File: src/rtl/interrupt_acknowledge_initiator.sv
// CPU-side 8259A INTA initiator: pulse train, bus capture, vector handshake.
// Define INTA_OPCODE_CHECK_EN to flag MCS-80 opcodes other than CALL (CDh).
module interrupt_acknowledge_initiator #(
  parameter int INTA_LOW_CYCLES = 2,
  parameter int INTA_GAP_CYCLES = 2
) (
  input  logic        clock,
  input  logic        reset_n,
  input  logic        interrupt_to_cpu,
  input  logic        interrupt_enable,
  input  logic        u8086_or_mcs80_config,
  input  logic [7:0]  data_bus_in,
  output logic        interrupt_acknowledge_n,
  output logic        busy,
  output logic        vector_valid,
  input  logic        vector_ready,
  output logic [7:0]  vector_type,
  output logic [7:0]  call_opcode,
  output logic [15:0] call_address,
  output logic        opcode_error
);

  localparam logic [1:0] IDLE      = 2'd0;
  localparam logic [1:0] PULSE_LOW = 2'd1;
  localparam logic [1:0] PULSE_GAP = 2'd2;
  localparam logic [1:0] PRESENT   = 2'd3;

  localparam int MAXC =
    (INTA_LOW_CYCLES > INTA_GAP_CYCLES) ?
    INTA_LOW_CYCLES : INTA_GAP_CYCLES;
  localparam int CW = (MAXC > 1) ? $clog2(MAXC) : 1;

  localparam logic [CW-1:0] LOW_LAST =
    CW'(INTA_LOW_CYCLES - 1);
  localparam logic [CW-1:0] GAP_LAST =
    CW'(INTA_GAP_CYCLES - 1);

  logic [1:0]    state;
  logic [CW-1:0] cnt;
  logic [1:0]    pulse_count;
  logic          mode_8086;
  logic          inta_n_q;
  logic [7:0]    byte0;
  logic [7:0]    byte1;
  logic          last_pulse;
  logic          low_done;
  logic          gap_done;
  logic          accept;

  assign last_pulse = mode_8086 ?
    (pulse_count == 2'd1) : (pulse_count == 2'd2);
  assign low_done = (state == PULSE_LOW) && (cnt == LOW_LAST);
  assign gap_done = (state == PULSE_GAP) && (cnt == GAP_LAST);
  assign accept   = (state == PRESENT) && vector_ready;

  assign interrupt_acknowledge_n = inta_n_q;
  assign busy         = (state != IDLE);
  assign vector_valid = (state == PRESENT);

  // Sequencer: start on enabled INT, time low/gap phases, hold until accepted.
  always_ff @(posedge clock) begin
    if (!reset_n) begin
      state       <= IDLE;
      cnt         <= '0;
      pulse_count <= 2'd0;
      mode_8086   <= 1'b0;
      inta_n_q    <= 1'b1;
    end else begin
      unique case (state)
        IDLE: begin
          if (interrupt_to_cpu && interrupt_enable) begin
            state       <= PULSE_LOW;
            inta_n_q    <= 1'b0;
            mode_8086   <= u8086_or_mcs80_config;
            pulse_count <= 2'd0;
            cnt         <= '0;
          end
        end
        PULSE_LOW: begin
          if (low_done) begin
            cnt         <= '0;
            pulse_count <= pulse_count + 2'd1;
            inta_n_q    <= 1'b1;
            state       <= last_pulse ? PRESENT : PULSE_GAP;
          end else begin
            cnt <= cnt + CW'(1);
          end
        end
        PULSE_GAP: begin
          if (gap_done) begin
            cnt      <= '0;
            inta_n_q <= 1'b0;
            state    <= PULSE_LOW;
          end else begin
            cnt <= cnt + CW'(1);
          end
        end
        PRESENT: begin
          if (accept) begin
            state <= IDLE;
          end
        end
        default: begin
          state    <= IDLE;
          inta_n_q <= 1'b1;
        end
      endcase
    end
  end

  // Capture the PIC bus on the last low cycle of the first two pulses.
  always_ff @(posedge clock) begin
    if (!reset_n) begin
      byte0 <= 8'h00;
      byte1 <= 8'h00;
    end else if (low_done) begin
      if (pulse_count == 2'd0) byte0 <= data_bus_in;
      if (pulse_count == 2'd1) byte1 <= data_bus_in;
    end
  end

  // Load the presented vector when the final byte arrives; retain after accept.
  always_ff @(posedge clock) begin
    if (!reset_n) begin
      vector_type  <= 8'h00;
      call_opcode  <= 8'h00;
      call_address <= 16'h0000;
    end else if (low_done && last_pulse) begin
      if (mode_8086) begin
        vector_type  <= data_bus_in;
        call_opcode  <= 8'h00;
        call_address <= 16'h0000;
      end else begin
        vector_type  <= 8'h00;
        call_opcode  <= byte0;
        call_address <= {data_bus_in, byte1};
      end
    end
  end

`ifdef INTA_OPCODE_CHECK_EN
  // Flag a non-CALL MCS-80 opcode alongside the vector; clear on accept.
  always_ff @(posedge clock) begin
    if (!reset_n) begin
      opcode_error <= 1'b0;
    end else if (low_done && last_pulse) begin
      opcode_error <= !mode_8086 && (byte0 != 8'hCD);
    end else if (accept) begin
      opcode_error <= 1'b0;
    end
  end
`else
  assign opcode_error = 1'b0;
`endif

endmodule
File: config.mk
export PLATFORM = sky130hd
export DESIGN_NAME = interrupt_acknowledge_initiator
export DESIGN_NICKNAME = d
export VERILOG_FILES = /design/src/rtl/interrupt_acknowledge_initiator.sv
export SDC_FILE = /design/constraint.sdc
export NUM_CORES = 1
export LEC_CHECK = 0
export CAP_MARGIN = 20
export CORE_MARGIN = 1.5
export CORE_UTILIZATION = 54
export CTS_CLUSTER_SIZE = 24
export DETAILED_ROUTE_END_ITERATION = 7
export HOLD_SLACK_MARGIN = 0.06
export PLACE_DENSITY_LB_ADDON = 0.2
export RECOVER_POWER = 25
export REMOVE_ABC_BUFFERS = 1
export SETUP_SLACK_MARGIN = 0.02
export SYNTH_ARGS = -nofsm -noshare
export SYNTH_HDL_FRONTEND = slang
export SYNTH_SLANG_ARGS = --single-unit
File: constraint.sdc
create_clock -name clock -period 3.1 [get_ports clock]
set_input_delay 0.465 -clock clock [delete_from_list [all_inputs] [get_ports clock]]
set_output_delay 0.465 -clock clock [all_outputs]
set_load 0.1 [all_outputs]
; Yosys cells after proc, flatten, opt, wreduce, memory -nomap -nowiden
; Index checks and enable logic that the tools add are counted.
[word_totals]
word_cells = 58
memories = 0
register_bits = 55
ramBits = 0
rom_bits = 0
latchBits = 0
[classes]
n_mul = 0
bitwise_logic = 0
shift = 0
add_sub_neg = 2
n_reduce_logical = 17
n_eq_ne = 9
n_mux = 20
n_div = 0
order_cmp = 0
[op_table]
columns = operator, count
row1 = two-way mux 16 bit, 1
row2 = two-way mux 8 bit, 2
row3 = two-way mux 2 bit, 6
row4 = case mux 2 bit (4 select lines), 1
row5 = AND reduction 2 bit, 4
row6 = AND reduction 4 bit, 2
row7 = two-way mux 1 bit, 7
row8 = == test 2 bit (second input constant), 3
row9 = inequality test 2 bit (second input constant), 3
row10 = case mux 1 bit (3 select lines), 2
row11 = logical AND 1 bit, 5
row12 = == test 2 x 1 -> 1 bit (second input constant), 2
row13 = zero test 2 bit, 2
row14 = case mux 2 bit (2 select lines), 1
row15 = nonzero test 2 bit, 2
row16 = AND reduction 3 bit, 1
row17 = nonzero test 3 bit, 1
row18 = adder 2 x 1 -> 2 bit (second input constant), 1
row19 = inequality test 2 x 1 -> 1 bit (second input constant), 1
row20 = adder 1 bit (second input constant), 1

; Depth between registers and ports, before layout
[logic_depth]
depth_word = 5
depth_mapped = 7
ltp_nobuf = 5

; Worst setup path before layout
; No wires, ideal clock.
[synth_path]
path_kind = register to register
start = register state[0]
end = register state[0]
n_path_buf = 0
required_ns = 3.014
path_stages_with_launch = 5
arrival_time_ns = 1.699
setup_slack_ns = 1.315
setup_time_ns = 0.086
path_cell_list = dfxtp_1 ha_1 nor2b_1 nor3_1 a211oi_1
[synth_between]
elab_chain_len = 4
elab_cells_between_ends = 13
classes_between = eq/ne (7) / mux (1) / reduce/logical (5)
[synth_rtl]
columns = item, line
row1 = "start, declared", 38  ; logic [1:0] state;
row2 = "start signal, assigned", 84  ; state <= last_pulse ? PRESENT : PULSE_GAP;
row3 = == test 2 bit (*), -
row4 = named net vector_valid, 15  ; output logic vector_valid,
row5 = logical AND 1 bit, 54  ; assign accept = (state == PRESENT) && vector_ready;
row6 = inequality test 2 x 1 -> 1 bit (no source line), -
row7 = AND reduction 4 bit (no source line), -
; Mark *: on every way through the listed nets, which the timed path passes. The rest lies on a longest branch.
; A chain may end at the register's enable or synchronous reset.

; Worst setup path in the final report
[layout_path]
start = register pulse_count[1]
end = register call_opcode[2]
[layout_between]
elab_chain_len = 3
elab_cells_between_ends = 4
classes_between = eq/ne (2) / mux (1) / reduce/logical (1)
[layout_rtl]
columns = item, line
row1 = "start, declared", 40  ; logic [1:0] pulse_count;
row2 = "start signal, assigned", 82  ; pulse_count <= pulse_count + 2'd1;
row3 = == test 2 bit or == test 2 x 1 -> 1 bit (tied branches), 51  ; (pulse_count == 2'd1) : (pulse_count == 2'd2);
row4 = two-way mux 1 bit (*), 50  ; assign last_pulse = mode_8086 ?
row5 = logical AND 1 bit (*), 128  ; end else if (low_done && last_pulse) begin
row6 = "end signal, assigned", 135  ; call_opcode <= byte0;
row7 = "end, declared", 18  ; output logic [7:0] call_opcode,
; Every way passes the cells marked *; elsewhere a longest branch is shown, timed or not.

==> flow_summary.yaml <==
outcome:
  status: "complete, no violations"
synth:
  syn-instance-count: 275
  ys_ff_latch: 55
  yosys_warnings: 0
  yosysSeqAreaShare: 0.460
  yosysTopAreaCell: "dfxtp_1"
  synth_top_area_frac: 0.460
  synthTopCellsByArea: "dfxtp_1 (46%), a21oi_1 (10%), nand4b_1 (8.8%), o21ai_0 (5.9%), nand3_1 (4.4%)"
  ys_types: 35
  syn_area_per_cell_um2: 8.70
  synthesis.area_um2: 2390
cts:
  clk_pin_slew_ps: 100
  clockBufferDepth: 2
  h-tree-depth: 2
  cts_tree: "yes"
  ctsHoldBuffers: 0
  cts_resized: 0
  cts-root-buf: "clkbuf_8"
  cts_buffers: 5
  insertion_delay_ps: 310
  cts_sinks: 55
  post-cts-setup-buffer-count: 0
setup_path:
  start_kind: "flip-flop"
  crit_slowest_cell: "mux2i_2"
  required_ps: 3340
  cp_cell_sequence: "inv_1 > ha_1 > mux2i_2 > buf_4 > o21ai_0 > a21oi_1"
  cp_max_fo: 19
  worstPathArrival_ps: 2600
  cp_top_family: "multiplexers"
  cpPeakStageDelay_ps: 840
  critPathBufInv: 2
  critPathKind: "flip-flop to flip-flop"
  cp-end-kind: "flip-flop"
global_routing:
  grt_max_degree: 49
  globalRouteTotalUtil: 0.219
  grt_pass1_wl_um: 8620
  grt.overflow.total: 0
  grt_pass1_vias: 1800
  antenna_found_initial: 0
routing:
  first_pass_iters: 4
  drcViolationCount: 0
  wl_um: 5260
  antenna_left: 0
  wl_per_cell_um: 14.6
  drt_iter0_markers: 144
  vias: 2122
  via_per_inst: 5.88
power_and_ir_drop:
  pwr_density_cell_nw_per_um2: 586
  p_leak_nw: 0.907
  vdd.ir_drop.worst_mv: 0.456
timing:
  max-slew-margin-rel: 0.221
  layout_min_cycle_time_ps: 2360
  worstMarginPinSlew_ps: 1170
  finalSetupViolCount: 0
  min_period_over_period: 0.760
  grt_setup_unrepaired: "false"
  fmax_ghz: 0.424
  slew_viol_final: 0
  fin_tns_setup_ps: 0
  fin_skew_ps: 5.83
  hold_violations: 0
layout:
  antennaDiodeCount: 0
  nets: 330
  regArea_um2: 1100
  fin_area_um2: 2770
  fin_cells: 361
  area_growth_pct: 15.9
  fillers: 393
  multiInputGateArea_um2: 1140
  layout-drive-gt1-share: 0.0971
placed_design:
  post_dp_cell_area_um2: 2750
  numPlacedInstances: 353
  place.gp.congestion: 0.877
  numPortBuffers: 48
  hpwlAfterDp_um: 3200
floorplan:
  die_w_um: 69.6
  coreArea_um2: 4290
  io_pins: 50
  dieArea_um2: 4840
  start_util: 0.557
  die_y_um: 69.6
  row_count: 24
flow_run:
  cap_viol_max_count: 0
hold_path:
  hp-class: "flip-flop to flip-flop"
state kept, by name, summed over array words and instances (netlist names), 2 cells and up:
name,flops
call_address,16
byte0,8
byte1,8
call_opcode,8
vector_type,8
pulse_count,2
state,2
report_power, final:
part	switching, W	total, W	internal (W)
Combinational	0.000296	0.000445	0.000149
Sequential	0.0000206	0.000750	0.000730
Clock	0.000227	0.000431	0.000204
tightest hold or removal path: stages (launching register included):
cell and delay, ps:
dfxtp_1 320, nand2_1 50, a21oi_1 50
final timing paths:
kind | start | to | slack [ps] | cells after the start
min | byte1[2] | byte1[2] | 460 | 2
max | pulse_count[1] | call_opcode[2] | 740 | 6
min reg2reg | byte1[2] | byte1[2] | 460 | 2
max reg2reg | pulse_count[1] | call_opcode[2] | 740 | 6
synth_stat cells:
library cell and instances:
nand2_1 21, dfxtp_1 55, o31a_1 1, nand4b_1 24, and2b_2 1, nand4_1 8
o31a_2 1, buf_1 1, buf_4 2, and2_2 1, o21ba_4 1, nor3_1 1
or3_1 1, o21ai_1 5, o21ai_0 28, nand2b_1 1, ha_1 8, inv_1 6
nor2b_1 1, a21boi_1 1, nand3_1 21, clkbuf_1 14, buf_6 2, nor2_1 2
clkinv_1 1, conb_1 1, mux2i_2 1, clkbuf_2 4, buf_2 3, mux2i_1 4
o22a_1 1, a21oi_1 50, nor4_1 1, nand3b_1 1, a211oi_1 1
layout make-up:
cell class,count,share of cell area
multi-input cells,187,0.410
clock buffers,7,0.0347
well taps,52,0.0235
inverters,7,0.00947
clock inverters,1,0.00271
repair buffers,52,0.123
flip-flops and latches,55,0.397
cells in the final DEF (no fill, tap or decap), drive strengths merged:
cell,instances
nand4b,24
nor4,1
mux2i,5
nor2b,1
nand3,21
and2,1
clkinv,1
nand2,21
clkdlybuf4s50,13
and2b,1
nand2b,1
a211oi,1
conb,1
a21oi,50
nand3b,1
o21ai,33
nor3,1
o21ba,1
a21boi,1
inv,6
o31a,2
or3,1
clkinvlp,1
buf,17
nand4,8
clkbuf,29
o22a,1
ha,8
nor2,2
dfxtp,55
through the flow:
step | worst slack (ps) | power (W) | utilization | hold slack, ps
finish | 744 | 0.00163 | 0.646 | 458
CTS | 664 | 0.00164 | 0.665 | 460
detailed placement | 684 | 0.00121 | 0.641 | 447
floorplan | 1060 | 0.00111 | - | 436
global placement | 782 | 0.00121 | 0.641 | 442
global route | 467 | 0.00170 | 0.646 | 482
kinds of logic (layout without fill, tap and decap cells):
group                    count (synthesis)  after routing  share of synthesized area
buffers and inverters                   33             67                     0.0648
flip-flops                              55             55                      0.460
AND/OR/NAND/NOR                         84             84                      0.211
adder cells (fa/ha/maj)                  8              8                     0.0418
multiplexers                             5              5                     0.0225
AO/OA/AOI/OAI                           89             89                      0.198
other                                    1              1                    0.00157
metal layers:
metal / routed length [um] / vias up / global-route usage
met5: 0 / - / 0
met4: 58 / 0 / 0.0719
met3: 318 / 5 / 0.0451
met2: 2470 / 74 / 0.356
met1: 2410 / 990 / 0.293
li1: - / 1053 / -
Power figures use the tool's default switching activity.
